$ cat src/rtl/exs_pkg.sv
// Shared constants and arithmetic helpers for the exs_pipe datapath.
// Helpers work on a fixed maximal width so one definition serves every DATA_WIDTH.
package exs_pkg;

    localparam int unsigned PIPE_DEPTH = 3;
    localparam int unsigned MAX_W      = 64;
    localparam int unsigned MAX_IW     = 2 * MAX_W + 5;

    // Width that holds (a-b)*(3c+1) - 4d exactly for w-bit signed operands.
    function automatic int unsigned inter_width(input int unsigned w);
        return 2 * w + 5;
    endfunction

    function automatic logic signed [MAX_IW-1:0] pos_limit(input int unsigned w);
        return (MAX_IW'(1) <<< (w - 1)) - MAX_IW'(1);
    endfunction

    // The negative limit is the bitwise complement of the positive one.
    function automatic logic sat_ovf(input logic signed [MAX_IW-1:0] x,
                                     input int unsigned             w);
        logic signed [MAX_IW-1:0] hi;
        hi = pos_limit(w);
        return (x > hi) || (x < ~hi);
    endfunction

    // Low bits hold the saturated or wrapped w-bit result.
    function automatic logic [MAX_W-1:0] sat_wrap(input logic signed [MAX_IW-1:0] x,
                                                  input int unsigned             w,
                                                  input logic                    sat_en);
        logic signed [MAX_IW-1:0] hi;
        hi = pos_limit(w);
        if (sat_en && sat_ovf(x, w)) begin
            return x[MAX_IW-1] ? MAX_W'(~hi) : MAX_W'(hi);
        end
        return MAX_W'(x);
    endfunction

endpackage

$ cat src/rtl/exs_sat.sv
// Combinational reduction of the wide quotient to DATA_WIDTH bits with an overflow flag.
module exs_sat
    import exs_pkg::*;
#(
    parameter int unsigned DATA_WIDTH = 32,
    parameter int unsigned IN_WIDTH   = inter_width(32),
    parameter bit          SAT_EN     = 1'b1
) (
    input  logic signed [IN_WIDTH-1:0]   quot,
    output logic signed [DATA_WIDTH-1:0] res_c,
    output logic                         ovf_c
);

    logic signed [MAX_IW-1:0] quot_ext;

    assign quot_ext = MAX_IW'(quot);
    assign ovf_c    = sat_ovf(quot_ext, DATA_WIDTH);
    assign res_c    = DATA_WIDTH'(sat_wrap(quot_ext, DATA_WIDTH, SAT_EN));

endmodule

$ cat src/rtl/exs_pipe.sv
// Three-stage valid/ready pipeline computing ((a-b)*(3c+1) - 4d)/2 with
// saturate-or-wrap on overflow and a saturating overflow event counter.
module exs_pipe
    import exs_pkg::*;
#(
    parameter int unsigned DATA_WIDTH = 32,
    parameter int unsigned SAT_EN     = 1,
    parameter int unsigned CNT_WIDTH  = 16
) (
    input  logic                         clk_i,
    input  logic                         rstn_i,
    input  logic                         valid_i,
    output logic                         ready_o,
    input  logic signed [DATA_WIDTH-1:0] a_i,
    input  logic signed [DATA_WIDTH-1:0] b_i,
    input  logic signed [DATA_WIDTH-1:0] c_i,
    input  logic signed [DATA_WIDTH-1:0] d_i,
    output logic                         valid_o,
    input  logic                         ready_i,
    output logic signed [DATA_WIDTH-1:0] q_o,
    output logic                         ovf_o,
    input  logic                         clr_cnt_i,
    output logic [CNT_WIDTH-1:0]         ovf_cnt_o
);

    localparam int unsigned DW = DATA_WIDTH + 1;
    localparam int unsigned TW = DATA_WIDTH + 3;
    localparam int unsigned FW = DATA_WIDTH + 2;
    localparam int unsigned IW = inter_width(DATA_WIDTH);

    logic [PIPE_DEPTH-1:0]       vld;
    logic                        load1_c;
    logic                        load2_c;
    logic                        load3_c;
    logic                        out_xfer_c;

    logic signed [DW-1:0]         diff1;
    logic signed [TW-1:0]         trip1;
    logic signed [FW-1:0]         quad1;
    logic signed [IW-1:0]         prod2;
    logic signed [IW-1:0]         quot_c;
    logic signed [DATA_WIDTH-1:0] sat_q_c;
    logic                         sat_ovf_c;

    // A stage loads when it is empty or its contents move on this cycle.
    assign load3_c    = !vld[2] || ready_i;
    assign load2_c    = !vld[1] || load3_c;
    assign load1_c    = !vld[0] || load2_c;
    assign ready_o    = load1_c;
    assign out_xfer_c = vld[2] && ready_i;
    assign valid_o    = vld[2];

    always_ff @(posedge clk_i or negedge rstn_i) begin
        if (!rstn_i) begin
            vld <= '0;
        end else begin
            if (load1_c) vld[0] <= valid_i;
            if (load2_c) vld[1] <= vld[0];
            if (load3_c) vld[2] <= vld[1];
        end
    end

    // S1 operand pre-processing; held while idle, no reset needed.
    always_ff @(posedge clk_i) begin
        if (load1_c && valid_i) begin
            diff1 <= DW'(a_i) - DW'(b_i);
            trip1 <= TW'(c_i) * TW'(3) + TW'(1);
            quad1 <= FW'(d_i) <<< 2;
        end
    end

    always_ff @(posedge clk_i) begin
        if (load2_c && vld[0]) begin
            prod2 <= IW'(diff1) * IW'(trip1) - IW'(quad1);
        end
    end

    // Adding 1 to negative values before the arithmetic shift rounds toward zero.
    assign quot_c = (prod2 + (prod2[IW-1] ? IW'(1) : IW'(0))) >>> 1;

    exs_sat #(
        .DATA_WIDTH (DATA_WIDTH),
        .IN_WIDTH   (IW),
        .SAT_EN     (SAT_EN != 0)
    ) u_sat (
        .quot  (quot_c),
        .res_c (sat_q_c),
        .ovf_c (sat_ovf_c)
    );

    always_ff @(posedge clk_i or negedge rstn_i) begin
        if (!rstn_i) begin
            q_o   <= '0;
            ovf_o <= 1'b0;
        end else if (load3_c && vld[1]) begin
            q_o   <= sat_q_c;
            ovf_o <= sat_ovf_c;
        end
    end

    // Clear wins over a same-cycle increment; the count sticks at all-ones.
    always_ff @(posedge clk_i or negedge rstn_i) begin
        if (!rstn_i) begin
            ovf_cnt_o <= '0;
        end else if (clr_cnt_i) begin
            ovf_cnt_o <= '0;
        end else if (out_xfer_c && ovf_o && (ovf_cnt_o != '1)) begin
            ovf_cnt_o <= ovf_cnt_o + CNT_WIDTH'(1);
        end
    end

endmodule

$ cat config.mk
export PLATFORM = sky130hd
export DESIGN_NAME = exs_pipe
export DESIGN_NICKNAME = d
export VERILOG_FILES = /design/src/rtl/exs_pkg.sv /design/src/rtl/exs_sat.sv /design/src/rtl/exs_pipe.sv
export SDC_FILE = /design/constraint.sdc
export NUM_CORES = 2
export LEC_CHECK = 0
export CORE_ASPECT_RATIO = 0.6
export CORE_MARGIN = 5
export CORE_UTILIZATION = 30
export CTS_BUF_LIST = sky130_fd_sc_hd__clkbuf_2
export DETAILED_ROUTE_END_ITERATION = 6
export GPL_TIMING_DRIVEN = 1
export PLACE_DENSITY = 0.55
export REMOVE_ABC_BUFFERS = 1
export SYNTH_ARGS = -nofsm -noshare
export SYNTH_HDL_FRONTEND = slang
export SYNTH_SLANG_ARGS = --single-unit
$ cat constraint.sdc
create_clock -name clk_i -period 15.4 [get_ports clk_i]
set_input_delay 3.08 -clock clk_i [delete_from_list [all_inputs] [get_ports clk_i]]
set_output_delay 3.08 -clock clk_i [all_outputs]
set_load 0.005 [all_outputs]
Word-level counts from Yosys, hierarchy flattened:

Index checks and enable logic that the tools add are counted.

* flip-flop bits (word level): 221

* mux-type cells: 7
* $mul: 2
* equality and inequality tests: 1
* reductions and logical operators: 14
* $add $sub $neg: 5
* magnitude comparators: 2

Operator list (number)
* 2-to-1 mux 32 bit: 3
* adder 69 x 2 -> 69 bit: 1
* subtractor 68 x 34 -> 69 bit: 1
* greater-than comparator 68 x 32 -> 1 bit, second input constant: 1
* < comparator 68 x 32 -> 1 bit, second input constant: 1
* multiplier 33 x 35 -> 68 bit: 1
* adder 35 x 2 -> 35 bit, second input constant: 1
* multiplier 32 x 3 -> 35 bit, second input constant: 1
* subtractor 32 x 32 -> 33 bit: 1
* 2-to-1 mux 16 bit: 2
* adder 16 x 1 -> 16 bit, second input constant: 1
* inequality test 16 bit, second input constant: 1
* logical AND 1 bit: 6
* logical OR 1 bit: 4
* logical NOT 1 bit: 3
* 2-to-1 mux 1 bit: 2
* nonzero test 2 bit: 1

Longest topological paths before layout:

* depth after elaboration: 6
* gate-level depth with buffers: 31
* mapped depth without buffers: 29

Hierarchy:

Synthesis repeated with hierarchy kept, for this count alone.

* cell total of the unflattened synthesis: 5878
* area total of the unflattened synthesis: 56491.7 um^2

Modules (own cells, without submodules)
* exs_pipe: times used 1, cells each 5738, area an instance 55468.2 um^2
* exs_sat: times used 1, cells each 140, area an instance 1023.5 um^2

Least setup slack after synthesis:

Ideal clock, no wire load.

* kind: flip-flop to flip-flop
* from: register trip1[34]
* to: register prod2[65], data pin
* stages on the path, launching flop included: 26
* data arrival time: 7954 ps
* required time: 15136 ps
* slack: 7182 ps
* clock period less this slack: 8218 ps
* library setup time: 264 ps
* cells stage by stage: edfxtp_1 > clkbuf_1 > nand2_1 > inv_1 > fa_1 > fa_1 > fa_1 > inv_1 > fa_1 > inv_1 > fa_1 > fa_1 > fa_1 > inv_1 > fa_1 > inv_1 > ha_1 > clkbuf_1 > a21o_1 > a21o_1 > a211oi_1 > nand2b_1 > o2111a_1 > or2_1 > a221oi_1 > xnor2_1

* cells in the longest elaborated chain, start to end: 2

RTL lines
* from (decl): line exs_pipe.sv:38 `logic signed [TW-1:0] trip1;`
* from (signal assigned): line exs_pipe.sv:67 `trip1 <= TW'(c_i) * TW'(3) + TW'(1);`
* multiplier 33 x 35 -> 68 bit: line exs_pipe.sv:74 `prod2 <= IW'(diff1) * IW'(trip1) - IW'(quad1);`
* subtractor 68 x 34 -> 69 bit: line exs_pipe.sv:74
* to (signal assigned): line exs_pipe.sv:74
* to (decl): line exs_pipe.sv:40 `logic signed [IW-1:0] prod2;`

Every way passes these cells.
A chain may end at the register's enable or synchronous reset.

Final worst setup path:

* from: register trip1[10]
* to: register prod2[53], data pin

Same word-level chain as after synthesis.

==> impl_metrics.py <==
metrics = {
    "outcome": {
        "status": "complete, no violations",
    },
    "synth": {
        "yosysMostFrequentCell": "inv_1",
        "syn_avg_cell_area_um2": 9.68,
        "syn_area_mm2": 0.0557,
        "yosysSeqAreaShare_pct": 11.5,
        "synthTopCellsByArea": "fa_1 (47%), edfxtp_1 (9.1%), inv_1 (8.9%), and2_1 (6.9%), ha_1 (6.8%)",
        "synth_top_area_share_pct": 47.0,
        "synth_top_area_cell": "fa_1",
        "synth_top_cells_by_count": "inv_1 (1316), fa_1 (1307), nand2_1 (662), and2_1 (613), ha_1 (301)",
        "netlist_instances": 5749,
        "synth_edf_count": 169,
        "ys.flop_type": "edfxtp_1",
        "ys_ff_latch": 221,
        "async_flop_share_pct": 23.5,
        "yosysWarnings": 0,
        "synth_cell_types": 76,
    },
    "global_route": {
        "use_met1_pct": 28.2,
        "grtUsageTotal_pct": 17.3,
        "grt-ovfl-total": 0,
        "antenna_found_initial": 6,
        "first_global_vias": 42591,
        "busiest_layer": "met1",
        "grt_pass1_wl_mm": 260,
        "grtUsageMet2_pct": 22.4,
        "grt_max_degree": 62,
        "grt_util_met3_pct": 5.10,
    },
    "timing": {
        "fin_crit_sh_pct": 60.7,
        "setup_viol": 0,
        "setup-tns-final_ns": 0,
        "fin_crit_ns": 9.35,
        "worst_slew_pin_slew_ns": 1.17,
        "clock.fmax_mhz": 107,
        "hold_viol": 0,
        "slew_headroom_pct": 22.0,
        "setup_ws_ns": 6.05,
        "rsz0062_at_grt": "false",
        "slew_violations": 0,
        "fin_skew_ns": 0.173,
    },
    "min_path": {
        "hp-class": "register to register",
        "hold_start": "vld[0]",
    },
    "cells_and_area": {
        "nets": 7554,
        "area_growth_pct": 9.55,
        "finalNonFillerCells": 8354,
        "final_cell_area_mm2": 0.0610,
        "drive_above_1_share_pct": 3.85,
        "num-fill-cells": 19129,
    },
    "worst_setup_path": {
        "reg2reg_from": "trip1[10]",
        "cp-end-kind": "register",
        "worstSetupPathType": "register to register",
        "arrival_ns": 10.31,
        "worst-path-max-fanout": 22,
        "startpoint": "trip1[10]",
        "critPathLaunchType": "register",
        "cp.required_ns": 16.36,
    },
    "routing": {
        "wl_per_cell_um": 19.8,
        "final_antenna_net_count": 0,
        "vias_per_cell": 4.75,
        "vias": 39706,
        "drc": 0,
        "first_pass_iters": 6,
        "totalWireLength_mm": 166,
        "dr.first_iter.drc_count": 3211,
    },
    "placement": {
        "place_area_mm2": 0.0602,
        "place_ws_ns": 6.26,
        "dp_cells": 8225,
        "dp_hpwl_mm": 135,
        "io_buffer_count": 183,
        "gp_congestion": 0.901,
    },
    "clock_tree": {
        "cts_setup_buffers": 0,
        "cts_buffer_depth": 3,
        "cts_max_level": 3,
        "postCtsResizedCells": 0,
        "clkLatencyLatePin_ns": 1.34,
        "clock-root-buffer": "clkbuf_2",
        "cts-hold-fix-buffers": 0,
        "cts_tree": "yes",
        "path_clk_slew_ns": 0.11,
        "cts_inserted_buffers": 66,
        "cts.sinks": 221,
    },
    "die": {
        "core_area_mm2": 0.184,
        "row_count": 122,
        "start_util_pct": 30.2,
        "dieArea_mm2": 0.195,
        "dieWidth_um": 566,
        "die_h_um": 344,
        "ioPinCount": 184,
    },
    "job": {
        "max-cap-violations": 0,
    },
}
## critical path: stages (launching register included)
cell      delay [ns]
edfxtp_1        0.61
buf_4           0.34
and2_1          0.24
fa_1            0.53
inv_1           0.06
fa_1            0.53
inv_1           0.05
fa_1            0.49
inv_1           0.08
fa_1            0.54
inv_1           0.04
ha_1            0.26
inv_1           0.05
fa_1            0.45
fa_1            0.53
inv_1           0.05
fa_1            0.46
ha_1            0.36
a21oi_1         0.26
o211ai_1        0.17
o32ai_1         0.84
nor3_1          0.15
o22ai_1         0.47
o31ai_1         0.22
o21ai_0         0.57
o211ai_1        0.24
a221oi_1        0.35
xnor2_1         0.11
## layout by cell type (no fill, tap or decap), types with 7 or more instances in the layout
cell type,n
and2_1,611
o21ai_0,68
diode_2,8
xor2_1,74
nand3_1,64
nor3_1,33
edfxtp_1,169
nor2_1,123
or3_1,17
xnor2_1,110
o311ai_2,9
nor4_1,16
a21oi_1,123
a211o_1,7
and3_1,28
ha_1,301
a31oi_1,15
nand4_1,48
o311ai_1,19
o21bai_1,15
dfrtp_1,52
a21o_1,78
nand2_1,661
o31ai_1,10
clkinv_1,10
nor2b_1,16
buf_4,79
clkdlybuf4s50_1,182
o21a_1,27
a211oi_1,18
clkbuf_2,95
fa_1,1307
nand2b_1,28
and4_1,14
bufinv_16,7
inv_1,1315
## final cells by class
class | count | area [um2] | area share, %
sequential | 221 | 6380 | 10.5
multi-input combinational | 3946 | 43300 | 71.0
timing repair buffer | 262 | 2420 | 3.97
tap | 2480 | 3100 | 5.09
clock inverter | 26 | 324 | 0.531
antenna | 8 | 20.0 | 0.0328
inverter | 1316 | 4940 | 8.10
clock buffer | 95 | 475 | 0.780
## per-layer routing
| layer | routed length (um) | up-vias | share of wire [%] |
|---|---|---|---|
| met1 | 85400 | 20563 | 52 |
| met4 | 1810 | 0 | 1.1 |
| met3 | 17100 | 126 | 10 |
| met5 | 0 | - | 0 |
| met2 | 61300 | 1624 | 37 |
| li1 | - | 17393 | - |
## through the flow
| stage | hold slack (ns) | util (%) |
|---|---|---|
| 3_5_place_dp | 0.463 | 32.6 |
| 6_report | 0.472 | 33.1 |
| 3_3_place_gp | 0.464 | 32.6 |
| 2_1_floorplan | 0.449 | - |
| 5_1_grt | 0.520 | 33.1 |
| 4_1_cts | 0.478 | 33.1 |
## kinds of logic (layout without fill, tap and decap cells)
| family | after synthesis | in the layout | synth area share, % |
|---|---|---|---|
| other | 0 | 8 | 0 |
| muxes | 7 | 7 | 0.137 |
| and+or+nand+nor | 1693 | 1693 | 15.5 |
| buffers and inverters | 1582 | 1699 | 10.7 |
| DFF | 221 | 221 | 11.5 |
| xor gates and xnor gates | 185 | 185 | 2.91 |
| adders and majority gates | 1608 | 1608 | 53.8 |
| AOI/OAI and AO/OA | 453 | 453 | 5.55 |
## path summary, 6_finish.rpt
kind                                      end  slack, ns  depth (start not counted)
worst min register to register         vld[1]       0.47                          1
worst max register to register      prod2[53]       6.05                         27
worst max-delay path                prod2[53]       6.05                         27
worst min-delay path                   vld[1]       0.47                          1
max in group asynchronous       ovf_cnt_o[13]      12.88                          2
min in group asynchronous             q_o[29]       1.89                          2
## flip-flops by register name (all words and copies together), names as in the netlist
| signal | cells |
|---|---|
| prod2 | 69 |
| trip1 | 35 |
| diff1 | 33 |
| q_o | 32 |
| quad1 | 32 |
| ovf_cnt_o | 16 |
| vld | 3 |
| ovf_o | 1 |
Power is not shown: default switching activity piles up to over one toggle a cycle in this logic, so the estimate is an artifact.
